[config.mk]
export PLATFORM = sky130hd
export DESIGN_NAME = borrow_lookahead_subtractor
export DESIGN_NICKNAME = d
export VERILOG_FILES = /design/src/rtl/borrow_lookahead_subtractor_pkg.sv /design/src/rtl/borrow_lookahead_slice.sv /design/src/rtl/borrow_lookahead_subtractor.sv
export SDC_FILE = /design/constraint.sdc
export NUM_CORES = 1
export LEC_CHECK = 0
export CAP_MARGIN = 20
export CORE_UTILIZATION = 30
export CTS_CLUSTER_SIZE = 8
export DETAILED_ROUTE_END_ITERATION = 10
export GPL_ROUTABILITY_DRIVEN = 0
export PLACE_DENSITY = 0.45
export SYNTH_ARGS = -nofsm -noshare
export SYNTH_HDL_FRONTEND = slang
export SYNTH_SLANG_ARGS = --single-unit
[constraint.sdc]
create_clock -name clk -period 3.3 [get_ports clk]
set_input_delay 0.66 -clock clk [delete_from_list [all_inputs] [get_ports clk]]
set_output_delay 0.66 -clock clk [all_outputs]
set_load 0.05 [all_outputs]
[src/rtl/borrow_lookahead_subtractor_pkg.sv]
// Shared constants, stage-count helper and per-stage payload type for the
// borrow look-ahead subtractor pipeline.
package borrow_lookahead_subtractor_pkg;

  localparam int SLICE_W = 3;
  // Payload fields are sized for the widest supported operand; each stage
  // only carries meaningful bits in the low WIDTH positions.
  localparam int MAX_W   = 96;

  function automatic int stage_count(input int width);
    return width / SLICE_W;
  endfunction

  typedef struct packed {
    logic             valid;
    logic             borrow;
    logic [MAX_W-1:0] diff;
    logic [MAX_W-1:0] a_rem;
    logic [MAX_W-1:0] b_rem;
  } stage_t;

endpackage

[src/rtl/borrow_lookahead_slice.sv]
// One 3-bit subtract slice; all internal borrows are formed directly from
// generate/propagate terms rather than rippling bit to bit.
module borrow_lookahead_slice
  import borrow_lookahead_subtractor_pkg::*;
(
  input  logic [SLICE_W-1:0] a,
  input  logic [SLICE_W-1:0] b,
  input  logic               bin,
  output logic [SLICE_W-1:0] d,
  output logic               bout
);

  logic [SLICE_W-1:0] w_g;
  logic [SLICE_W-1:0] w_p;
  logic               w_b1;
  logic               w_b2;

  assign w_g  = ~a & b;
  assign w_p  = ~(a ^ b);

  assign w_b1 = w_g[0] | (w_p[0] & bin);
  assign w_b2 = w_g[1] | (w_p[1] & w_g[0]) | (w_p[1] & w_p[0] & bin);
  assign bout = w_g[2] | (w_p[2] & w_g[1]) | (w_p[2] & w_p[1] & w_g[0])
              | (w_p[2] & w_p[1] & w_p[0] & bin);

  assign d    = a ^ b ^ {w_b2, w_b1, bin};

endmodule

[src/rtl/borrow_lookahead_subtractor.sv]
// Pipelined a - b - bin, one 3-bit slice per stage with valid/ready flow control.
// Define BLS_FLAGS_EN to add registered out_zero / out_neg result flags.
module borrow_lookahead_subtractor
  import borrow_lookahead_subtractor_pkg::*;
#(
  parameter int WIDTH = 12
)
(
  input  logic             clk,
  input  logic             rst,
  input  logic             in_valid,
  output logic             in_ready,
  input  logic [WIDTH-1:0] a,
  input  logic [WIDTH-1:0] b,
  input  logic             bin,
  output logic             out_valid,
  input  logic             out_ready,
  output logic [WIDTH-1:0] diff,
  output logic             bout,
  output logic             ovf
`ifdef BLS_FLAGS_EN
  ,
  output logic             out_zero,
  output logic             out_neg
`endif
);

  localparam int N  = stage_count(WIDTH);
  localparam int NS = (N > 1) ? N - 1 : 1;

  // Stages 0..N-2 live in r_stg; stage N-1 is the output register set.
  stage_t           r_stg [NS];
  logic             r_out_valid;
  logic [WIDTH-1:0] r_diff;
  logic             r_bout;
  logic             r_ovf;

  logic [N-1:0]              w_vld;
  logic [N-1:0]              w_adv;
  logic [N-1:0]              w_src_v;
  logic [N-1:0]              w_src_borrow;
  logic [N-1:0]              w_slice_bout;
  logic [N-1:0][MAX_W-1:0]   w_src_a;
  logic [N-1:0][MAX_W-1:0]   w_src_b;
  logic [N-1:0][MAX_W-1:0]   w_src_diff;
  logic [N-1:0][SLICE_W-1:0] w_d;
  logic [MAX_W-1:0]          w_full;
  logic                      w_unused;

  always_comb begin
    w_vld = '0;
    for (int k = 0; k < N - 1; k++) begin
      w_vld[k] = r_stg[k].valid;
    end
    w_vld[N-1] = r_out_valid;
  end

  always_comb begin
    w_src_v         = '0;
    w_src_borrow    = '0;
    w_src_a         = '0;
    w_src_b         = '0;
    w_src_diff      = '0;
    w_src_v[0]      = in_valid;
    w_src_borrow[0] = bin;
    w_src_a[0]      = MAX_W'(a);
    w_src_b[0]      = MAX_W'(b);
    for (int k = 1; k < N; k++) begin
      w_src_v[k]      = r_stg[k-1].valid;
      w_src_borrow[k] = r_stg[k-1].borrow;
      w_src_a[k]      = r_stg[k-1].a_rem;
      w_src_b[k]      = r_stg[k-1].b_rem;
      w_src_diff[k]   = r_stg[k-1].diff;
    end
  end

  // A stage moves when some stage at or below the output has a hole, or the
  // consumer takes the result; written flat so the chain has no self-loop.
  for (genvar k = 0; k < N; k++) begin : g_stage
    assign w_adv[k] = out_ready | ~(&w_vld[N-1:k]);

    borrow_lookahead_slice u_slice (
      .a   (w_src_a[k][SLICE_W-1:0]),
      .b   (w_src_b[k][SLICE_W-1:0]),
      .bin (w_src_borrow[k]),
      .d   (w_d[k]),
      .bout(w_slice_bout[k])
    );
  end

  always_ff @(posedge clk) begin
    if (rst) begin
      for (int k = 0; k < NS; k++) begin
        r_stg[k] <= '0;
      end
    end else begin
      for (int k = 0; k < N - 1; k++) begin
        if (w_adv[k]) begin
          r_stg[k].valid <= w_src_v[k];
          if (w_src_v[k]) begin
            r_stg[k].borrow <= w_slice_bout[k];
            r_stg[k].diff   <= w_src_diff[k] | (MAX_W'(w_d[k]) << (SLICE_W * k));
            r_stg[k].a_rem  <= w_src_a[k] >> SLICE_W;
            r_stg[k].b_rem  <= w_src_b[k] >> SLICE_W;
          end
        end
      end
    end
  end

  assign w_full = w_src_diff[N-1] | (MAX_W'(w_d[N-1]) << (SLICE_W * (N - 1)));

  always_ff @(posedge clk) begin
    if (rst) begin
      r_out_valid <= 1'b0;
      r_diff      <= '0;
      r_bout      <= 1'b0;
      r_ovf       <= 1'b0;
    end else if (w_adv[N-1]) begin
      r_out_valid <= w_src_v[N-1];
      if (w_src_v[N-1]) begin
        r_diff <= w_full[WIDTH-1:0];
        r_bout <= w_slice_bout[N-1];
        r_ovf  <= (w_src_a[N-1][SLICE_W-1] != w_src_b[N-1][SLICE_W-1]) &&
                  (w_d[N-1][SLICE_W-1] != w_src_a[N-1][SLICE_W-1]);
      end
    end
  end

`ifdef BLS_FLAGS_EN
  logic r_zero;
  logic r_neg;

  always_ff @(posedge clk) begin
    if (rst) begin
      r_zero <= 1'b0;
      r_neg  <= 1'b0;
    end else if (w_adv[N-1] && w_src_v[N-1]) begin
      r_zero <= (w_full[WIDTH-1:0] == '0);
      r_neg  <= w_full[WIDTH-1];
    end
  end

  assign out_zero = r_zero;
  assign out_neg  = r_neg;
`endif

  // Operand bits left over after the top slice and padding above WIDTH.
  assign w_unused = ^{w_src_a[N-1][MAX_W-1:SLICE_W], w_src_b[N-1][MAX_W-1:SLICE_W],
                      w_full[MAX_W-1:WIDTH]};

  assign in_ready  = w_adv[0];
  assign out_valid = r_out_valid;
  assign diff      = r_diff;
  assign bout      = r_bout;
  assign ovf       = r_ovf;

endmodule

==> impl_results.md, run 1 <==
- Worst Hold Path EP: diff[4]
- Worst EP arrival: 1.92 ns
- Top-count cell post-synth: edfxtp_1
- Final HPWL DP: 3760 microns
- RSZ-0062 raised after global routing: no
- Final min period: 2.58 ns
- Slew headroom: 44.8%
- Worst-Margin Slew: 0.828 ns
- Final net count: 364
- Post-CTS Setup Inserts: 0
- Synth warnings: 0
- Main area contributors after synthesis: edfxtp_1, and2_1, dfxtp_1
- Vias: 1977
- Status: finished clean
- R2r endpoint: r_stg[0][4]
- Core Area: 10900 sq um
- Synth top cells by count: edfxtp_1, and2_1, inv_1, a21oi_1
- Initial Util: 30.8%
- Top_reg_cell synth: edfxtp_1
- Die Y: 108 microns
- Via density: 4.26
- Post-synth top area share: 53.7%
- Setup_tns: 0 ns
- Hold path cells: 2
- Achievable frequency: 387 MHz
- Top Ports: 45
- Final Setup Violations: 0
- CTS clk-pin slew, worst paths: 0.08 ns
- Htree depth: 3
- Hold wc startpoint: diff[4]
- Clk buf depth: 2
- WL per Instance: 11.6 microns
- Asr flop ratio synth: 0%
- DRC viols: 0
- Max-cap viol count: 0
- FF-to-FF Start: r_stg[2][283]
- First-pass iteration count of the detailed router: 4
- Total power: 2.02 mW
- Total track usage: 10.5%
- Post-cts gate resize count: 0
- Number of synthesized flops with an enable pin: 60
- Initial antenna violation count: 0
- Total wire length: 5380 microns
- Synthesized area per cell: 12.3 sq um
- Syn_nets: 317
- Seq cells post-synth: 75
- Post-route ant nets: 0
- Clock Tree Root: clkbuf_8
- Yosys cell types: 32
- Setup crit end kind: primary output
- Static Leak: 1.57 nW
- Clk Latency, worst-skew pair: 0.34 ns
- Worst R2R Setup Slack: 1.23 ns
- Synth Instances: 272
- Num CTS Buffers: 9
- Top fanout value on the critical path: 6
- GRT overflow: 0
- Die area: 11600 sq um
- Clock Skew: 0.0140 ns
- Layout cells sized above 1: 7.41%
- Vias in the first global route: 1989
- Hold Path Class: reg -> reg
- Site Rows: 38
- Startpoint type of the worst setup path: input port
- Post-Syn Area: 3360 sq um
- VDD IR-drop max: 0.179 mV
- Sequential area share after synthesis: 62.6%
- Hold_buf cts: 0
- R2R cell count: 4
- Num Clock Sinks: 75
- Crit Path Category: in -> out
- Req. time, crit path: 2.64 ns
- Pwr Density: 491 nW/um^2
- Largest net degree at the start of global routing: 37
- Hold slack: 0.477 ns
- Initial DRC Count: 27
- First-pass GRT wire length: 9230 microns
- Ant diodes: 0
- Final Hold Vio Count: 0
- Fin. max-slew vios: 0
- Cell taking the most area after synthesis: edfxtp_1
- PortBufs: 44
- CTS tree: done
- Die W: 108 microns
- Final period util: 78.3%
- Area Growth Syn to Fin: 22.7%
==> worst max-delay path, stage by stage <==
cell,delay (ns)
clkdlybuf4s50_1,0.48
and4b_1,0.45
nand2_1,0.13
buf_4,0.21
==> cell type report <==
type                       count  area [sq um]
fill                        1114          6770
tap                          140           175
inverter                      25          93.8
clock buffer                   9           124
clock inverter                 7          75.1
multi-input combinational    159          1070
timing repair buffer          49           475
sequential                    75          2100
==> registers in the layout, indices dropped and copies added (netlist names) <==
register   count
bout           1
diff          12
out_valid      1
ovf            1
r_stg         60
==> per-layer routing <==
layer	share of wire (%)	vias up	GRT usage, %	wire [microns]
met5	0	-	0	0
met4	2.0	0	5.87	106
met3	3.8	9	2.66	202
met2	44	43	16.8	2360
met1	50	890	12.8	2720
li1	-	1035	-	-
==> power breakdown <==
group / internal [mW] / leakage (nW) / switching (mW)
combinational: 0.0972 / 0.710 / 0.101
sequential: 1.09 / 0.766 / 0.0197
clock: 0.353 / 0.0923 / 0.361
total: 1.54 / 1.57 / 0.482
==> through the flow <==
stage | area (sq um) | utilization [%] | worst slack (ns) | cells
after global placement | 3920 | 36.0 | 0.574 | 448
after CTS | 4120 | 37.8 | 0.718 | 464
after floorplan | 3360 | - | 0.858 | 272
after global routing | 4120 | 37.8 | 0.646 | 464
final | 4120 | 37.8 | 0.717 | 464
after detailed placement | 3920 | 36.0 | 0.587 | 448
==> cells by family (layout without fill, tap and decap cells) <==
logic type,Yosys count,count (layout),share of synthesized area (%)
AOI/OAI and AO/OA,48,48,8.46
buffers and inverters,38,90,5.41
DFF,75,75,62.6
xor gates and xnor gates,4,4,1.04
and+or+nand+nor,91,91,15.6
adders and majority gates,16,16,6.86
==> placed cells by master (no fill, tap or decap), types with 2 or more instances in the layout <==
master / count
a211oi_1: 2
a21o_1: 5
a21oi_1: 21
and2_1: 48
and3_1: 3
buf_4: 6
clkbuf_8: 9
clkdlybuf4s50_1: 43
clkinvlp_4: 3
dfxtp_1: 15
edfxtp_1: 60
fa_1: 4
ha_1: 12
inv_1: 25
inv_6: 2
nand2_1: 6
nand2b_1: 2
nand3_1: 12
nor2_1: 8
nor3_1: 3
o21ai_0: 14
or3_1: 4
xnor2_1: 3
==> how the worst max path moves through the flow <==
stage	slack, ns	start	cells past startpoint	endpoint
2_1_floorplan	0.86	out_ready	2	r_stg[2][0]
3_5_place_dp	0.59	out_ready	4	r_stg[0][0]
6_report	0.72	out_ready	4	in_ready
3_3_place_gp	0.57	out_ready	4	r_stg[0][94]
5_1_grt	0.65	out_ready	4	in_ready
4_1_cts	0.72	out_ready	4	in_ready
No activity file was read; power rests on OpenSTA's default activity.
==> run 2: changes to the inputs <==
Clock period 3.3 ns to 2.4 ns, I/O delays scaled along.
==> impl_results.md, run 2 (same netlist as run 1, synthesis figures left out) <==
- Die Y: 108 microns
- VDD IR-drop max: 0.296 mV
- Req. time, crit path: 1.92 ns
- Switching fraction of total power: 21.3%
- Fin. max-slew vios: 0
- Via density: 4.26
- R2R cell count: 3
- Max reg flops: 60
- Worst R2R Setup Slack: 0.63 ns
- Post-cts gate resize count: 0
- Clock Tree Root: clkbuf_8
- First-pass GRT wire length: 9020 microns
- Power share of the clock group: 38.9%
- Final net count: 366
- Max-cap viol count: 0
- WL per Instance: 11.6 microns
- Total wire length: 5420 microns
- PortBufs: 44
- Status: finished clean
- Final period util: 92.7%
- FF-to-FF Start: r_stg[2][283]
- Setup WS post-layout: 0.175 ns
- Post-CTS Setup Inserts: 0
- Commonest cells after routing, fill and taps aside: edfxtp_1, and2_1, clkdlybuf4s50_1
- Initial antenna violation count: 0
- Startpoint type of the worst setup path: input port
- Clk Latency, worst-skew pair: 0.34 ns
- Reg with most FFs: r_stg
- Vias in the first global route: 1917
- Clock Skew: 0.0119 ns
- Most common cell after layout, fill and taps aside: edfxtp_1
- DP Area: 3970 sq um
- Hold_buf cts: 0
- Die area: 11600 sq um
- DRC viols: 0
- Switching power: 631 uW
- Final HPWL DP: 3850 microns
- Place WS: 0.0139 ns
- Worst EP arrival: 1.74 ns
- Slew headroom: 34.9%
- Core Area: 10900 sq um
- Largest net degree at the start of global routing: 37
- Crit Path Category: in -> out
- Setup_tns: 0 ns
- Htree depth: 3
- First-pass iteration count of the detailed router: 4
- Pwr Density: 703 nW/um^2
- Seq pwr share: 51.6%
- Total track usage: 10.4%
- GRT overflow: 0
- Vias: 1983
- Top fanout value on the critical path: 6
- Comb power frac: 9.5%
- Final Hold Vio Count: 0
- RSZ-0062 raised after global routing: no
- CTS tree: done
- Worst-Margin Slew: 0.969 ns
- Initial Util: 30.8%
- CP startpoint: out_ready
- Largest regs: r_stg: 60 flops, diff: 12 flops
- R2r endpoint: r_stg[2][0]
- Critical Path Sink: in_ready
- CTS clk-pin slew, worst paths: 0.07 ns
- Setup crit end kind: primary output
- # fillers: 1081
- Initial DRC Count: 51
- Achievable frequency: 449 MHz
- Hold path cells: 2
- Cell area after layout: 4210 sq um
- Num CTS Buffers: 9
- Internal Dissipation: 2.33 mW
- Area Growth Syn to Fin: 25.5%
- Hold Path Class: reg -> reg
- Hold slack: 0.474 ns
- Top Ports: 45
- Post-route ant nets: 0
- Num Clock Sinks: 75
- Clk buf depth: 2
- Site Rows: 38
- Final min period: 2.22 ns
- Static Leak: 1.62 nW
- Final Setup Violations: 0
- Layout cells sized above 1: 7.98%
- Hold wc startpoint: diff[4]
- Die W: 108 microns
- Ant diodes: 0
==> run 2: changes by cell type in the layout (fill, tap and decap cells not counted) <==
| cell | before | now |
|---|---|---|
| buf_12 | 0 | 3 |
| bufinv_16 | 1 | 3 |
| clkinvlp_4 | 3 | 1 |
| inv_6 | 2 | 0 |
| buf_4 | 6 | 5 |
| clkinv_2 | 1 | 2 |
| clkinv_4 | 0 | 1 |
==> run 2: final cells by class <==
cell class	instances	area [sq um]	area share, %
flip-flops and latches	75	2100	49.9
multi-input cells	159	1070	25.5
repair buffers	51	528	12.5
well taps	140	175	4.16
clock buffers	9	124	2.94
clock inverters	7	116	2.76
inverters	25	93.8	2.23
==> run 2: critical path, stage by stage <==
cell and delay [ns]:
clkdlybuf4s50_1 0.46, and4b_1 0.45, nand2_1 0.17, buf_12 0.18
==> run 2: worst min-delay path by stage <==
stage / to / slack [ns]
3_5_place_dp: diff[7] / 0.47
3_3_place_gp: diff[8] / 0.47
2_1_floorplan: diff[0] / 0.49
4_1_cts: diff[7] / 0.48
6_report: diff[4] / 0.47
5_1_grt: diff[8] / 0.50
==> run 2: power by group through the flow <==
stage	clock (mW)	sequential [mW]	combinational (mW)
final	1.15	1.53	0.281
after global placement	0	1.56	0.285
after detailed placement	0	1.56	0.286
after CTS	1.18	1.53	0.288
after floorplan	0	1.57	0.166
after global routing	1.25	1.54	0.318
==> run 2: metrics by stage <==
stage	utilization, %	instances	power (mW)
final	38.7	466	2.96
after global routing	38.7	466	3.11
after CTS	38.7	466	3.00
after global placement	36.5	450	1.84
after floorplan	-	272	1.73
after detailed placement	36.5	450	1.85
==> run 2: routing by layer <==
metal	GRT usage [%]	routed length [microns]	vias up
li1	-	-	1038
met1	13.1	2710	889
met2	15.8	2400	48
met3	2.91	195	8
met4	5.87	115	0
met5	0	0	-
==> run 3: changes to the inputs <==
Settings changed: GPL_ROUTABILITY_DRIVEN 0 to default.
==> results of run 3 <==
No change in the layout: final DEF, timing and power equal those of run 2.
==> variant (settings of run 2) <==
Change the parameter `WIDTH` from 12 to 24.
--- a/src/rtl/borrow_lookahead_subtractor.sv
+++ b/src/rtl/borrow_lookahead_subtractor.sv
@@ -3,7 +3,7 @@
 module borrow_lookahead_subtractor
   import borrow_lookahead_subtractor_pkg::*;
 #(
-  parameter int WIDTH = 12
+  parameter int WIDTH = 24
 )
 (
   input  logic             clk,
Interface: changed (resized a, b and diff); port bits go from 45 to 81. The function was not compared with the original's and may differ.
==> variant against run 2 <==
- sequential cell count is 218 higher
- cell area rose to 3.5 times the old value
- highest routed layer is now met5
- power increased to 3.9 times the old value
- sequential power grew to 3.8 times the old value
- sequential share of layout area up 7.7 points
- largest power group unchanged
- worst setup slack got worse by 0.077 ns
- utilization fell by 0.73 points
- worst hold slack worse by 0.0011 ns
- wire length rose to 3.6 times the old value
- largest cell class unchanged
- area after synthesis grew to 3.6 times the old value
- combinational power is 81% higher
- non-clock buffer count is 60 higher
- clock power rose to 4.5 times the old value
- critical endpoint unchanged
==> variant: results (changes against run 2) <==
status=completed; syn_nets=928 (+190%); Nets=1041 (+180%); first-pass GRT wire length=31.93 mm (+250%); WL final=19.22 mm (+260%); peak fanout along the critical path=5 (-1); worst skew pair latency=0.53 ns (+0.19 ns); vias in the first global route=6085 (+220%); initial antenna violation count=1 (+1); hpwl dp=12.56 mm (+230%); CTS clk-pin slew, worst paths=0.05 ns (-0.02 ns); CTS Root Cell=clkbuf_16; initial DRC count=259 (+410%); TritonCTS Buffers=42 (+33); complex-gate fraction of the synthesized area=4.600% (-3.9 points); VDD IR max=0.4637 mV (+56%); Place WS=-0.03445 ns (-0.04830 ns); DP Area=13640 µm² (+240%); Post-Syn Instances=843 (+210%); R2R Setup Slk=0.52 ns (-0.11 ns); Tot GR Track Use=9.694% (-0.66 points); proportion of layout cells with a drive suffix above 1=9.969% (+2.0 points); Seq/Total Area, Yosys=71.10% (+8.5 points); fillers=3804 (+250%); Synth area leaders=edfxtp_1 67%, and2_1 11%, dfxtp_1 4.5%; CTS H-Tree Depth=2 (-1); P_leak=5.600 nW (+250%); Fin Hold WS=0.4731 ns (-0.001113 ns); detailed-route wire length per cell=12.89 µm (+11%); Synth top cells by count=266 x edfxtp_1, 214 x and2_1, 47 x inv_1; Max clock buf depth=3 (+1); number of synthesized flops with an enable pin=266 (+340%); Placed Cells incl. Taps=1429 (+220%); CP Data Arrival Time=1.82 ns (+0.08 ns); biggest regs=r_stg (266), diff (24); largest net degree at the start of global routing=59 (+59%); clock skew=0.01428 ns (+0.002424 ns); Synth Area in Adders=3.839% (-3.0 points); Via density=4.094 (-3.8%); Post-Synth XOR/XNOR Area=0.5842% (-0.46 points); Final min period=2.302 ns (+0.07687 ns); mux share of post-synthesis cell area=0.1669% (+0.17 points); Synth cell types=48 (+50%)
## variant: cell count changes in the layout (fill, tap and decap cells not counted), sizes merged, moves of 12 or more
cell,before,now
edfxtp,60,266
and2,48,214
clkbuf,9,58
clkdlybuf4s50,43,77
inv,25,53
nor2b,1,29
buf,8,33
o21ai,15,33
nand3,12,29
a21oi,22,38
dfxtp,15,27
ha,12,24
## variant: repair_timing
action,4_1_cts,5_1_grt
endpoints found under the setup margin,1,1
resized for setup,2,1
setup buffers,1,0
## variant: final timing paths
check,start,end,cells past startpoint
max,r_stg[6][283],in_ready,3
min,diff[10],diff[10],2
max reg2reg,r_stg[6][283],r_stg[0][8],4
min reg2reg,diff[10],diff[10],2
## variant: routing by layer
layer	share of wire (%)	routed length, µm	GRT usage (%)	vias to the layer above
li1	-	-	-	3170
met1	49	9399	13.18	2792
met2	44	8461	14.62	103
met3	4.7	898	2.677	37
met4	2.4	452	3.815	2
met5	0.057	11	0	-
## variant: layout make-up
cell class	count	area, µm²	area share, %
sequential	293	8529	57.61
multi-input combinational	457	3109	21.00
timing repair buffer	111	1182	7.986
clock buffer	58	1111	7.504
tap	518	648.1	4.378
inverter	51	191.4	1.293
clock inverter	3	33.78	0.2282
## variant: power by group
group          switching [mW]  total (mW)  leakage, nW  internal (mW)
combinational           0.266       0.509         1.99          0.242
sequential             0.0620        5.88         3.06           5.82
clock                    2.00        5.17        0.552           3.18
total                    2.33        11.6         5.60           9.24
## variant: cell families after synthesis
family,after synthesis
adder cells (fa/ha/maj),32
buffers and inverters,93
AND/OR/NAND/NOR,322
flip-flops,293
AO/OA/AOI/OAI,93
multiplexers,2
XOR/XNOR,8
## variant: worst max-delay path, stage by stage (launching register included)
cell,delay [ns]
edfxtp_1,0.47
nand3b_4,0.12
or4_4,0.53
buf_6,0.17
